## src/rtl/l2_amba_burst.sv

```systemverilog
// L2-to-AXI4 master bridge: moves one cache line as an INCR burst (or one uncached beat)
// over a narrower AXI data bus, with one transaction outstanding and a handshake watchdog.
module l2_amba_burst #(
   parameter int LINE_BITS          = 256,
   parameter int BUS_BITS           = 64,
   parameter int ADDR_BITS          = 48,
   parameter int TIMEOUT            = 1023,
   parameter int REQ_MEM_TYPE_BITS  = 2,
   parameter int REQ_MEM_TYPE_CACHED = 0,
   parameter int REQ_MEM_TYPE_WRITE = 1
) (
   input  logic                         i_clk,
   input  logic                         i_rst,
   input  logic                         i_req_valid,
   output logic                         o_req_ready,
   input  logic [REQ_MEM_TYPE_BITS-1:0] i_req_type,
   input  logic [2:0]                   i_req_size,
   input  logic [2:0]                   i_req_prot,
   input  logic [ADDR_BITS-1:0]         i_req_addr,
   input  logic [LINE_BITS/8-1:0]       i_req_strob,
   input  logic [LINE_BITS-1:0]         i_req_data,
   output logic                         o_resp_valid,
   output logic [LINE_BITS-1:0]         o_resp_data,
   output logic [1:0]                   o_resp_err,
   output logic                         o_ar_valid,
   input  logic                         i_ar_ready,
   output logic                         o_aw_valid,
   input  logic                         i_aw_ready,
   output logic [ADDR_BITS+14:0]        o_ax_bits,
   output logic                         o_w_valid,
   input  logic                         i_w_ready,
   output logic [BUS_BITS-1:0]          o_w_data,
   output logic [BUS_BITS/8-1:0]        o_w_strb,
   output logic                         o_w_last,
   input  logic                         i_r_valid,
   input  logic [BUS_BITS-1:0]          i_r_data,
   input  logic [1:0]                   i_r_resp,
   input  logic                         i_r_last,
   input  logic                         i_b_valid,
   input  logic [1:0]                   i_b_resp
);

   localparam int BEATS     = LINE_BITS / BUS_BITS;
   localparam int CNT_W     = (BEATS > 1) ? $clog2(BEATS) : 1;
   localparam int STRB_BITS = BUS_BITS / 8;
   localparam int BUS_OFF   = $clog2(BUS_BITS / 8);
   localparam int WD_W      = (TIMEOUT > 1) ? $clog2(TIMEOUT + 1) : 1;

   typedef enum logic [2:0] {
      S_IDLE, S_AR, S_RD, S_AW, S_WR, S_WACK, S_RESP
   } state_t;

   state_t                   state;
   logic                     req_cached;
   logic [ADDR_BITS-1:0]     req_addr;
   logic [7:0]               req_len;
   logic [LINE_BITS-1:0]     line_buf;
   logic [LINE_BITS/8-1:0]   strob_buf;
   logic [CNT_W-1:0]         cnt;
   logic [7:0]               beat_idx;
   logic [WD_W-1:0]          wdog;
   logic [1:0]               err;

   logic                     acc_write;
   logic                     acc_cached;
   logic [ADDR_BITS-1:0]     acc_addr;
   logic [2:0]               acc_size;
   logic [7:0]               acc_len;
   logic [CNT_W-1:0]         start_slot;
   logic [CNT_W-1:0]         cnt_next;
   logic                     busy;
   logic                     any_hs;
   logic                     wdog_expire;
   logic                     unused_bits;

   assign unused_bits = &{1'b0, i_r_resp[0], i_b_resp[0]};

   assign acc_write  = i_req_type[REQ_MEM_TYPE_WRITE];
   assign acc_cached = i_req_type[REQ_MEM_TYPE_CACHED];
   assign acc_addr   = acc_cached ? (i_req_addr & ~ADDR_BITS'(LINE_BITS / 8 - 1)) : i_req_addr;
   assign acc_size   = acc_cached ? 3'(BUS_OFF) : i_req_size;
   assign acc_len    = acc_cached ? 8'(BEATS - 1) : 8'd0;

   // Uncached beats land in the line slot their address selects; bursts always start at slot 0.
   always_comb begin
      start_slot = '0;
      if (!req_cached && BEATS > 1)
         start_slot = CNT_W'(req_addr >> BUS_OFF);
   end

   assign cnt_next = (BEATS > 1) ? cnt + 1'b1 : '0;

   assign busy   = (state == S_AR) || (state == S_RD) || (state == S_AW) ||
                   (state == S_WR) || (state == S_WACK);
   assign any_hs = (o_ar_valid && i_ar_ready) || (o_aw_valid && i_aw_ready) ||
                   (o_w_valid && i_w_ready) || (state == S_RD && i_r_valid) ||
                   (state == S_WACK && i_b_valid);
   assign wdog_expire = (TIMEOUT > 0) && busy && !any_hs && (wdog == WD_W'(TIMEOUT - 1));

   assign o_w_data    = line_buf[int'(cnt)*BUS_BITS +: BUS_BITS];
   assign o_w_strb    = strob_buf[int'(cnt)*STRB_BITS +: STRB_BITS];
   assign o_w_last    = o_w_valid && (beat_idx == req_len);
   assign o_resp_data = line_buf;
   assign o_resp_err  = err;

   // The line buffer doubles as write-data store and read reassembly buffer.
   always_ff @(posedge i_clk) begin
      if (i_rst) begin
         state        <= S_IDLE;
         o_req_ready  <= 1'b1;
         o_ar_valid   <= 1'b0;
         o_aw_valid   <= 1'b0;
         o_w_valid    <= 1'b0;
         o_resp_valid <= 1'b0;
         o_ax_bits    <= '0;
         req_cached   <= 1'b0;
         req_addr     <= '0;
         req_len      <= '0;
         cnt          <= '0;
         beat_idx     <= '0;
         wdog         <= '0;
         err          <= '0;
      end else begin
         if (busy)
            wdog <= any_hs ? '0 : wdog + 1'b1;

         case (state)
            S_IDLE: begin
               if (i_req_valid) begin
                  o_req_ready <= 1'b0;
                  req_cached  <= acc_cached;
                  req_addr    <= i_req_addr;
                  req_len     <= acc_len;
                  line_buf    <= i_req_data;
                  strob_buf   <= i_req_strob;
                  o_ax_bits   <= {i_req_prot, acc_cached, acc_size, acc_len, acc_addr};
                  err         <= '0;
                  wdog        <= '0;
                  if (acc_write) begin
                     state      <= S_AW;
                     o_aw_valid <= 1'b1;
                  end else begin
                     state      <= S_AR;
                     o_ar_valid <= 1'b1;
                  end
               end
            end

            S_AR: begin
               if (i_ar_ready) begin
                  o_ar_valid <= 1'b0;
                  cnt        <= start_slot;
                  state      <= S_RD;
               end else if (wdog_expire) begin
                  o_ar_valid   <= 1'b0;
                  err[0]       <= 1'b1;
                  o_resp_valid <= 1'b1;
                  state        <= S_RESP;
               end
            end

            // The slave's r_last decides when the burst ends, even if it disagrees with len.
            S_RD: begin
               if (i_r_valid) begin
                  line_buf[int'(cnt)*BUS_BITS +: BUS_BITS] <= i_r_data;
                  err[0] <= err[0] | i_r_resp[1];
                  cnt    <= cnt_next;
                  if (i_r_last) begin
                     o_resp_valid <= 1'b1;
                     state        <= S_RESP;
                  end
               end else if (wdog_expire) begin
                  err[0]       <= 1'b1;
                  o_resp_valid <= 1'b1;
                  state        <= S_RESP;
               end
            end

            S_AW: begin
               if (i_aw_ready) begin
                  o_aw_valid <= 1'b0;
                  o_w_valid  <= 1'b1;
                  cnt        <= start_slot;
                  beat_idx   <= '0;
                  state      <= S_WR;
               end else if (wdog_expire) begin
                  o_aw_valid   <= 1'b0;
                  err[1]       <= 1'b1;
                  o_resp_valid <= 1'b1;
                  state        <= S_RESP;
               end
            end

            S_WR: begin
               if (i_w_ready) begin
                  if (beat_idx == req_len) begin
                     o_w_valid <= 1'b0;
                     state     <= S_WACK;
                  end else begin
                     cnt      <= cnt_next;
                     beat_idx <= beat_idx + 8'd1;
                  end
               end else if (wdog_expire) begin
                  o_w_valid    <= 1'b0;
                  err[1]       <= 1'b1;
                  o_resp_valid <= 1'b1;
                  state        <= S_RESP;
               end
            end

            S_WACK: begin
               if (i_b_valid) begin
                  err[1]       <= i_b_resp[1];
                  o_resp_valid <= 1'b1;
                  state        <= S_RESP;
               end else if (wdog_expire) begin
                  err[1]       <= 1'b1;
                  o_resp_valid <= 1'b1;
                  state        <= S_RESP;
               end
            end

            S_RESP: begin
               o_resp_valid <= 1'b0;
               o_req_ready  <= 1'b1;
               state        <= S_IDLE;
            end

            default: begin
               state       <= S_IDLE;
               o_req_ready <= 1'b1;
            end
         endcase
      end
   end

endmodule

```

## config.mk

```make
export PLATFORM = sky130hd
export DESIGN_NAME = l2_amba_burst
export DESIGN_NICKNAME = d
export VERILOG_FILES = /design/src/rtl/l2_amba_burst.sv
export SDC_FILE = /design/constraint.sdc
export NUM_CORES = 1
export LEC_CHECK = 0
export CORE_AREA = 2 2 318 320
export DETAILED_ROUTE_END_ITERATION = 16
export DIE_AREA = 0 0 320 322
export PLACE_DENSITY_LB_ADDON = 0.08
export SYNTH_ARGS = -nofsm -noshare
export SYNTH_HDL_FRONTEND = slang
export SYNTH_SLANG_ARGS = --single-unit
export TNS_END_PERCENT = 20
```

## constraint.sdc

```tcl
create_clock -name i_clk -period 12 [get_ports i_clk]
set_input_delay 2.4 -clock i_clk [delete_from_list [all_inputs] [get_ports i_clk]]
set_output_delay 2.4 -clock i_clk [all_outputs]
set_load 0.03 [all_outputs]
```

# == Word level (Yosys, flattened, before mapping) ==
# Index checks and enable logic that the tools add are counted.
# word_totals
ff_bits,395
input_bits,421
out_inout_bits,399
wordCells,158
# classes
n_addsub,4
n_eq_ne,24
shifts,4
mux,66
n_bitwise,3
reduce_logical,40
# ops
cell,n
2-to-1 mux 256 bit,2
case mux 256 bit (2 select lines),1
bitwise mux 256 bit,1
"variable shift 64 x 33 -> 256 bit, first input constant",1
variable part select 256 x 9 -> 64 bit,1
variable part select 64 x 33 -> 256 bit,1
2-to-1 mux 10 bit,4
negator 8 -> 33 bit,1
variable part select 32 x 6 -> 8 bit,1
2-to-1 mux 3 bit,10
2-to-1 mux 1 bit,25
2-to-1 mux 8 bit,3
AND reduction 4 bit,6
"inequality test 2 bit, second input constant",11
2-to-1 mux 2 bit,9
case mux 3 bit (6 select lines),1
case mux 8 bit (2 select lines),1
"inequality test 3 bit, second input constant",4
"adder 10 x 1 -> 10 bit, second input constant",1
"== test 10 bit, second input constant",1
"== test 3 bit, second input constant",3
AND reduction 3 bit,3
"adder 8 x 1 -> 8 bit, second input constant",1
== test 8 bit,1
other kinds (24),48

# == Longest topological paths before layout ==
# logic_depth
word_depth,11
mapped_depth,9

# == Least setup slack after synthesis ==
# OpenSTA, ideal clock, no wires.
# synth_path
path_type,input port to flip-flop
startpoint,in i_rst
endpoint,"reg line_buf[0] (netlist: o_resp_data[0]), enable pin"
setup_ns,0.494
t_arrival_ns,5.718
path_slack_ns,5.789
stages,2
path_buffers,0
path_cell_list,nor4_1 -> nor2b_1
# synth_between
elab_chain_len,2
# synth_rtl
element,line_no,source
"start, declared",13,"input logic i_rst,"
NOT 1 bit (no line),-,
AND reduction 4 bit (no line),-,
"end signal, assigned",134,line_buf <= i_req_data;
"end signal, assigned by index",165,line_buf[int'(cnt)*BUS_BITS +: BUS_BITS] <= i_r_data;
"end, declared",57,logic [LINE_BITS-1:0] line_buf;
# No other way between the ends.
# A chain may end at the register's enable or synchronous reset.

# == Worst setup path after layout ==
# layout_path
startpoint,reg cnt[0]
endpoint,out o_w_data[3]
# layout_between
elab_chain_len,1
# layout_rtl
element,line_no,source
"start, declared",59,logic [CNT_W-1:0] cnt;
"start signal, assigned",152,cnt <= start_slot;
"start signal, assigned",167,cnt <= cnt_next;
"start signal, assigned",183,cnt <= start_slot;
variable part select 256 x 9 -> 64 bit,100,assign o_w_data = line_buf[int'(cnt)*BUS_BITS +: BUS_BITS];
"end, declared",32,"output logic [BUS_BITS-1:0] o_w_data,"
# No other way between the ends.

==> run summary <==
Max Cap Viol - 0
Syn Inst Count - 1205
Buffers & Inverters on Critical Path - 3
Worst path slowest cell - dfxtp_4
Placed inst area - 26300 um2
Share of cells above drive strength 1 - 0.0921
Smallest hold slack - 452 ps
Cell family contributing the most delay on the critical path - buffers and inverters
Area share of the largest cell type after synthesis - 0.513
Avg Inst Size Synth - 14.0 um2
R2r startpoint - cnt[1]$_SDFFE_PP0P_
Pre-CTS setup slack - 5810 ps
Post-CTS Setup Bufs - 0
Synthesis-to-layout area growth - 65.8%
Effective utilization at floorplan - 0.169
Largest net degree at the start of global routing - 80
Crit-path cells - buf_4 > buf_4 > mux4_2 > clkdlybuf4s50_1
Dpl cells - 3227
Worst-margin pin slew - 1070 ps
Post-DRT Antenna Nets - 0
Tcrit/Tclk final - 0.543
Utilization after layout - 0.281
Row Count - 116
Synth Flop Type - edfxtp_1
Hold Startpoint - req_addr[3]$_SDFFE_PP0P_
Crit path DAT - 4120 ps
Sink Count - 375
Clock transition at path regs - 60 ps
Vias in the first global route - 15200
Fraction of registers with async set/reset - 0
Final WL - 93400 um
Final Power - 5.77 mW
Crit Path Category - reg -> out
Wire per inst - 28.1 um
Total GRT Usage - 0.174
Slew HR - 0.286
Final setup viols - 0
Post-synth EDFFs - 288
Ranking of synthesized cells by area - edfxtp_1 (51%), a22o_1 (13%), dfxtp_1 (10%), mux4_2 (9.6%), nand2_1 (2.8%)
Hold Fails Final Rpt - 0
Nets@finish - 2410
Setup ws final - 5480 ps
Grt ovf - 0
Hold-critical path depth - 2
Yosys reg bits - 375
1st-pass router iterations - 5
Post-route DRC - 0
Via/cell ratio - 4.33
Area leader, netlist - edfxtp_1
Worst-Skew Late Latency - 620 ps
Critical Path Fanout Max - 32
Port Buf Inserts - 811
RePlAce Congestion - 0.806
Die ar. - 103000 um2
Filler-free cell count of the finished design - 3327
Starting DRC count in detailed routing - 1052
Pwr dens - 206 nW/um2
Highest Clock Rate - 153 MHz
VDD IR max - 101 uV
FF-to-FF setup slack - 8210 ps
Synth top cells by count - edfxtp_1 (288), a22o_1 (256), nand2_1 (124), dfxtp_1 (87), a21oi_1 (73)
Sequential element share of the synthesized area - 0.616
Crit path capture type - output pin
Min-Delay Endpoint - req_addr[3]$_SDFFE_PP0P_
Fin crit period - 6520 ps
Core box area - 99600 um2
Final Skew - 14.2 ps
Hold-fix buffers, CTS - 0
Ports - 820
Reg-to-reg endpoint - o_resp_data[135]$_DFFE_PP_
First-pass GRT wire length - 126000 um
Clock Path Buffers - 3
Die Span Y - 322 um
Unrepaired setup endpoints after global routing - false
Worst path required time - 9600 ps
Die Wd - 320 um
Post_cts resized - 0
Leak pwr - 9.29 nW
H-tree Lvls - 2
HP Class - reg -> reg
Post-synth cell types - 59
CTS tree - yes
Most numerous cell in the Yosys netlist - edfxtp_1
Setup Total Neg Slack - 0 ps
Num CTS Buffers - 51
Total number of yosys warnings - 0
Status - finished clean
DP HPWL - 67400 um
Final Max Slew Viols - 0
Initial antenna violation count - 27
Worst R2R Path Depth - 5
Most frequent CP cell - buf_4
Root buf cell - clkbuf_16
Largest incremental delay on the critical path - 850 ps
Final instance area - 28000 um2
Mapped Area - 16900 um2
Startpoint Class - flip-flop
Vias - 14400
==> final cells by class <==
class | count | area (um2)
Multi-Input combinational cell | 709 | 5990
Clock buffer | 68 | 1390
Fill cell | 10300 | 71600
Clock inverter | 23 | 203
Timing Repair Buffer | 833 | 8280
Antenna cell | 9 | 22.5
Sequential cell | 375 | 10400
Tap cell | 1298 | 1620
Inverter | 12 | 45.0
==> routing by layer <==
layer	vias up	global-route usage	wire length [um]
li1	6387	-	-
met1	7212	0.194	35200
met2	631	0.298	46000
met3	146	0.0729	9230
met4	32	0.0594	2730
met5	-	0	206
==> flip-flops by register name, indices dropped and copies added, names as in the netlist <==
| register | count |
|---|---|
| o_aw_valid | 1 |
| o_resp_data | 256 |
| o_ar_valid | 1 |
| cnt | 2 |
| o_resp_valid | 1 |
| o_req_ready | 1 |
| o_resp_err | 2 |
| beat_idx | 8 |
| strob_buf | 32 |
| wdog | 10 |
| state | 3 |
| req_addr | 2 |
| o_w_valid | 1 |
| o_ax_bits | 54 |
| req_len | 1 |
==> power breakdown <==
group,internal (mW),switching (mW),leakage [nW]
clock,0.873,0.630,0.784
sequential,1.72,0.155,3.39
combinational,0.966,1.43,5.12
total,3.56,2.21,9.29
==> cell families after synthesis <==
logic type               share of synthesized area
XOR/XNOR                                   0.00364
AO/OA/AOI/OAI                                0.176
adder cells (fa/ha/maj)                    0.00519
multiplexers                                0.0980
other                                     0.000222
AND/OR/NAND/NOR                             0.0669
buffers and inverters                       0.0338
flip-flops                                   0.616
==> worst max path at each step <==
stage                        start                        end  slack [ps]  cells after the start
6_report       cnt[0]$_SDFFE_PP0P_                o_w_data[3]        5480                      4
3_5_place_dp   cnt[0]$_SDFFE_PP0P_                o_w_data[3]        5810                      4
2_1_floorplan                i_rst   o_resp_data[0]$_DFFE_PP_        5790                      2
3_3_place_gp             i_r_valid  o_resp_data[40]$_DFFE_PP_        5790                      5
5_1_grt        cnt[0]$_SDFFE_PP0P_                o_w_data[3]        5110                      4
4_1_cts        cnt[0]$_SDFFE_PP0P_                o_w_data[3]        5120                      4
==> layout by cell type, fill, tap and decap left out, types with 3 or more instances in the layout <==
cell type        count
bufinv_16            3
clkinv_2             8
xnor2_1              6
o21a_1               4
mux4_2              72
o21a_4               3
o211ai_1             3
nand3b_1             9
nor3b_1              4
or3_1                8
inv_1               12
nand2_1            124
ha_1                 7
clkbuf_1            13
and2_1               4
mux2i_1              3
conb_1               6
clkbuf_16           52
a22o_1             256
clkbuf_8             3
diode_2              9
nor2_1              31
edfxtp_1           288
a21oi_1             73
buf_4               22
nand2b_1             7
clkinv_1             8
nand3_1              7
dfxtp_1             85
o21ai_0             11
nor3_1              15
a31oi_1              3
clkdlybuf4s50_1    810
a211oi_1             7
==> worst register-to-register path, cell delays in order (launching register included) <==
cell,delay (ps)
dfxtp_4,870
buf_4,820
ha_1,350
and4_4,450
buf_4,710
a22o_1,430
No activity file was read; power rests on OpenSTA's default activity.
